===== src/rtl/hazard_pkg.sv =====
// Shared definitions for the pipeline hazard/stall control path:
// FSM state encoding, the x0 register address and the RAW-match helper.
package hazard_pkg;

  typedef enum logic {
    IDLE     = 1'b0,
    MUL_BUSY = 1'b1
  } hz_state_e;

  localparam logic [31:0] REG_X0 = '0;

  // True when a producer writing rd feeds an operand rs that is actually read.
  // Widened to 32 bits so any register-address width can share it.
  function automatic logic is_rd_hazard(input logic [31:0] rd,
                                        input logic [31:0] rs,
                                        input logic        used);
    return used && (rd != REG_X0) && (rd == rs);
  endfunction

endpackage


===== src/rtl/stall_perf_counter.sv =====
// Saturating event counter with enable; holds at all-ones once reached.
module stall_perf_counter #(
  parameter int unsigned CNT_W = 16
) (
  input  logic             clk,
  input  logic             arst_n,
  input  logic             en,
  output logic [CNT_W-1:0] count
);

  logic [CNT_W-1:0] count_q;
  logic [CNT_W-1:0] count_d;

  always_comb begin
    count_d = count_q;
    if (en && (count_q != '1)) begin
      count_d = count_q + 1'b1;
    end
  end

  always_ff @(posedge clk or negedge arst_n) begin
    if (!arst_n) begin
      count_q <= '0;
    end else begin
      count_q <= count_d;
    end
  end

  assign count = count_q;

endmodule


===== src/rtl/pipeline_hazard_controller.sv =====
// Hazard and stall controller for the 5-stage pipeline: load-use stalls,
// multi-cycle multiply freeze, taken-branch squash and a stall-cycle counter.
module pipeline_hazard_controller
  import hazard_pkg::*;
#(
  parameter int unsigned REG_ADDR_W  = 5,
  parameter int unsigned MUL_LATENCY = 4,
  parameter int unsigned CNT_W       = 16
) (
  input  logic                  clk,
  input  logic                  arst_n,
  input  logic [REG_ADDR_W-1:0] rs1_id,
  input  logic [REG_ADDR_W-1:0] rs2_id,
  input  logic                  rs1_used_id,
  input  logic                  rs2_used_id,
  input  logic [REG_ADDR_W-1:0] rd_ex,
  input  logic                  mem_read_ex,
  input  logic                  mul_start_ex,
  input  logic                  branch_taken_ex,
  output logic                  pc_enable,
  output logic                  if_id_enable,
  output logic                  id_ex_enable,
  output logic                  flush_if_id,
  output logic                  flush_id_ex,
  output logic                  flush_ex_mem,
  output logic                  mul_busy,
  output logic [CNT_W-1:0]      stall_count
);

  localparam logic [7:0] MUL_CNT_INIT = 8'(MUL_LATENCY - 1);

  hz_state_e  state_q, state_d;
  logic [7:0] mul_cnt_q, mul_cnt_d;
  logic       load_use;

  assign load_use = mem_read_ex &&
                    (is_rd_hazard(32'(rd_ex), 32'(rs1_id), rs1_used_id) ||
                     is_rd_hazard(32'(rd_ex), 32'(rs2_id), rs2_used_id));

  always_comb begin
    state_d      = state_q;
    mul_cnt_d    = mul_cnt_q;
    pc_enable    = 1'b1;
    if_id_enable = 1'b1;
    id_ex_enable = 1'b1;
    flush_if_id  = 1'b0;
    flush_id_ex  = 1'b0;
    flush_ex_mem = 1'b0;
    mul_busy     = 1'b0;

    case (state_q)
      IDLE: begin
        if (mul_start_ex && (MUL_LATENCY > 1)) begin
          mul_busy     = 1'b1;
          pc_enable    = 1'b0;
          if_id_enable = 1'b0;
          id_ex_enable = 1'b0;
          flush_ex_mem = 1'b1;
          state_d      = MUL_BUSY;
          mul_cnt_d    = MUL_CNT_INIT;
        end else if (branch_taken_ex) begin
          // The load-use victim sits in ID and is squashed, so no stall.
          flush_if_id = 1'b1;
          flush_id_ex = 1'b1;
        end else if (load_use) begin
          pc_enable    = 1'b0;
          if_id_enable = 1'b0;
          flush_id_ex  = 1'b1;
        end
      end
      MUL_BUSY: begin
        mul_busy = 1'b1;
        if (mul_cnt_q > 8'd1) begin
          pc_enable    = 1'b0;
          if_id_enable = 1'b0;
          id_ex_enable = 1'b0;
          flush_ex_mem = 1'b1;
          mul_cnt_d    = mul_cnt_q - 8'd1;
        end else begin
          state_d   = IDLE;
          mul_cnt_d = '0;
        end
      end
      default: begin
        state_d   = IDLE;
        mul_cnt_d = '0;
      end
    endcase
  end

  always_ff @(posedge clk or negedge arst_n) begin
    if (!arst_n) begin
      state_q   <= IDLE;
      mul_cnt_q <= '0;
    end else begin
      state_q   <= state_d;
      mul_cnt_q <= mul_cnt_d;
    end
  end

  stall_perf_counter #(
    .CNT_W(CNT_W)
  ) u_stall_cnt (
    .clk   (clk),
    .arst_n(arst_n),
    .en    (!pc_enable),
    .count (stall_count)
  );

endmodule


===== config.mk =====
export PLATFORM = sky130hd
export DESIGN_NAME = pipeline_hazard_controller
export DESIGN_NICKNAME = d
export VERILOG_FILES = /design/src/rtl/hazard_pkg.sv /design/src/rtl/stall_perf_counter.sv /design/src/rtl/pipeline_hazard_controller.sv
export SDC_FILE = /design/constraint.sdc
export NUM_CORES = 1
export LEC_CHECK = 0
export CAP_MARGIN = 30
export CELL_PAD_IN_SITES_DETAIL_PLACEMENT = 0
export CELL_PAD_IN_SITES_GLOBAL_PLACEMENT = 1
export CORE_UTILIZATION = 39
export CTS_BUF_LIST = sky130_fd_sc_hd__clkbuf_8
export DETAILED_ROUTE_END_ITERATION = 10
export PLACE_DENSITY_LB_ADDON = 0.1
export SYNTH_ARGS = -nofsm -noshare
export SYNTH_HDL_FRONTEND = slang
export SYNTH_SLANG_ARGS = --single-unit

===== constraint.sdc =====
create_clock -name clk -period 4.4 [get_ports clk]
set_clock_uncertainty 0.1 [all_clocks]
set_input_delay 0.44 -clock clk [delete_from_list [all_inputs] [get_ports clk]]
set_output_delay 0.44 -clock clk [all_outputs]
set_load 0.02 [all_outputs]

==> impl_metrics.csv <==
group,metric,value,unit
pwr,power.internal,634,uW
cts,root_buffer,"clkbuf_8",
sta,final_hold_viol_count,0,
sta,rsz0062_at_grt,"no",
pwr,peakVddDrop,322,uV
pwr,pwr-share-seq,35.2,%
floorplanning,initial_core_util,42.1,%
route,drt_first_pass_iters,4,
route,vias,1212,
floorplanning,num_rows,21,
layout,fin_util,57.5,%
synthesis,async_reset_ff_share,100,%
route,routed-wl-met3,130,um
sta,min_period,3.28,ns
placement,port_buffers,44,
worst_setup_path,required,3.86,ns
cts,clk_pin_slew,0.09,ns
synthesis,synth_area_per_cell,9.79,um^2
floorplanning,die_y,63.0,um
grt,grt_pass1_wl,5410,um
pwr,total_power,1090,uW
grt,antenna_found_initial,0,
grt,grt_overflow,0,
min_path,hold_path_class,"reg -> reg",
floorplanning,io_pins,45,
worst_setup_path,cpMaxStageDelayCell,"clkdlybuf4s50_1",
synthesis,seq_area_frac_synth,43.2,%
worst_setup_path,path_class,"reg -> out",
synthesis,yosysWarnings,0,
synthesis,syn_nets,173,
layout,diodes,0,
status,status,"complete, no violations",
pwr,comb_power_share,52.5,%
synthesis,synth_flop_cell,"dfrtp_1",
floorplanning,core,3440,um^2
route,wl_met1,1440,um
worst_setup_path,cp_slowest_stage_delay,0.72,ns
layout,layout_common_cells,"44 x clkdlybuf4s50_1, 25 x dfrtp_1, 19 x nand2_1, 14 x xor2_1",
route,drc_errors,0,
pwr,p_leak,0.000842,uW
floorplanning,fp.dieW,63.0,um
cts,post-cts-setup-buffers,0,
route,ant_nets,0,
layout,drive_gt1_share,8.25,%
cts,cts_max_path_buffers,2,
pwr,switchingPower,451,uW
sta,setup_viol,0,
worst_setup_path,critPathMaxFanout,17,
worst_setup_path,crit_path_end_kind,"output pin",
route,wl_per_cell,13.0,um
cts,clock-sinks,25,
layout,final_common_cell,"clkdlybuf4s50_1",
cts,cts_hold_buffers,0,
layout,nets,220,
flow_run,max_cap_viol_count,0,
placement,place_congestion,0.801,
sta,max_freq,0.305,GHz
route,via_per_inst,5.05,
sta,relSlewSlack,62.2,%
cts,cts-htree-levels,1,
route,wl,3120,um
floorplanning,dieArea,3960,um^2
route,first_iter_violations,41,
synthesis,syn-cell-area,1450,um^2
synthesis,ys_ff_latch,25,
route,maxUsedRoutingLayer,"met4",
layout,syn2layout_area_growth,36.6,%
sta,fin_crit_sh,74.5,%
pwr,pwr-share-clk,12.3,%
cts,clk_latency,0.27,ns
sta,drv_slew,0,
grt,grt_pass1_vias,1218,
cts,cts_tree,"yes",
worst_setup_path,startpoint_type,"register",
grt,grt_usage,17.0,%
synthesis,yosysUniqueCellTypes,39,
route,wl_met2,1540,um
worst_setup_path,cp_cell_sequence,"nor4_1 -> o211a_1 -> nand2_1 -> nand2_2 -> inv_2 -> a41oi_4 -> clkdlybuf4s50_1",
grt,grt_max_degree,26,
sta,tightest_slew,0.565,ns
sta,tns,0,ns
placement,dp_hpwl,2270,um
synthesis,synth_edf_count,0,
pwr,powerDensity,548,nW/um^2
worst_setup_path,critPathArrivalTime,2.74,ns
pwr,switching_share,41.6,%
synthesis,synthCells,148,
cts,cts_made_buffers,3,
cts,cts_resized,0,
metal layers:
layer  vias up  GRT usage [%]
li1        610              -
met1       575           21.2
met2        25           29.4
met3         2           4.38
met4         0           3.20
met5         -              0
cells by family after synthesis:
logic type      synth area share (%)
flops                           43.2
mux                             2.07
simple gates                    23.1
fa+ha+maj                       2.59
compound gates                  11.0
xor+xnor                        15.1
buf+inv                         2.94
worst max-delay path: cells and delay by family, from the launching register on:
family | cells | cell delay, ns
AO/OA/AOI/OAI | 2 | 0.76
buffers and inverters | 2 | 0.78
flip-flops | 1 | 0.45
AND/OR/NAND/NOR | 3 | 0.49
power by group through the flow:
stage	clock network [uW]	logic [uW]	registers, uW
finish	134	570	382
global route	146	633	396
CTS	140	576	382
detailed placement	0	573	386
global placement	0	569	384
floorplan	0	353	412
registers in the layout (all words and copies together) (netlist names):
| signal | count |
|---|---|
| u_stall_cnt.count | 16 |
| state_q | 1 |
| mul_cnt_q | 8 |
area by class of cell:
class / count / area [um^2]
well taps: 46 / 57.6
fillers: 316 / 1460
repair buffers: 46 / 455
clock inverters: 1 / 3.75
clock buffers: 3 / 41.3
flip-flops and latches: 25 / 626
inverters: 4 / 15.0
multi-input cells: 115 / 781
final timing paths:
check                                                    end                     start  slack (ns)  cells past startpoint
max                                                pc_enable  mul_cnt_q[4]$_DFFE_PN0P_        1.12                      7
max in group asynchronous  u_stall_cnt.count[12]$_DFFE_PN0P_                    arst_n        3.51                      2
max reg2reg                u_stall_cnt.count[12]$_DFFE_PN0P_  mul_cnt_q[4]$_DFFE_PN0P_        1.95                      8
min                                 mul_cnt_q[7]$_DFFE_PN0P_  mul_cnt_q[7]$_DFFE_PN0P_        0.38                      1
min reg2reg                         mul_cnt_q[7]$_DFFE_PN0P_  mul_cnt_q[7]$_DFFE_PN0P_        0.38                      1
min in group asynchronous           mul_cnt_q[7]$_DFFE_PN0P_                    arst_n        0.44                      2
synthesized netlist by cell type (all sizes together) (4+ instances only):
| library cell | instances | area (um^2) |
|---|---|---|
| a21oi | 4 | 23.8 |
| dfrtp | 25 | 626 |
| inv | 4 | 15.0 |
| nand2 | 20 | 77.6 |
| nand3 | 7 | 35.0 |
| nor2 | 8 | 32.5 |
| nor3 | 11 | 55.1 |
| nor4 | 5 | 43.8 |
| o21ai | 8 | 40.0 |
| xnor2 | 11 | 96.3 |
| xor2 | 14 | 123 |
stage by stage:
step                      instance area, um^2  hold WS, ns  std cells  setup slack [ns]
after global routing                     1980        0.408        240             0.926
after detailed placement                 1930        0.373        236              1.13
after floorplan                          1450       0.0444        148              2.01
final                                    1980        0.381        240              1.12
after CTS                                1980        0.387        240              1.11
after global placement                   1930        0.367        236              1.20
No activity file was read; power rests on OpenSTA's default activity.
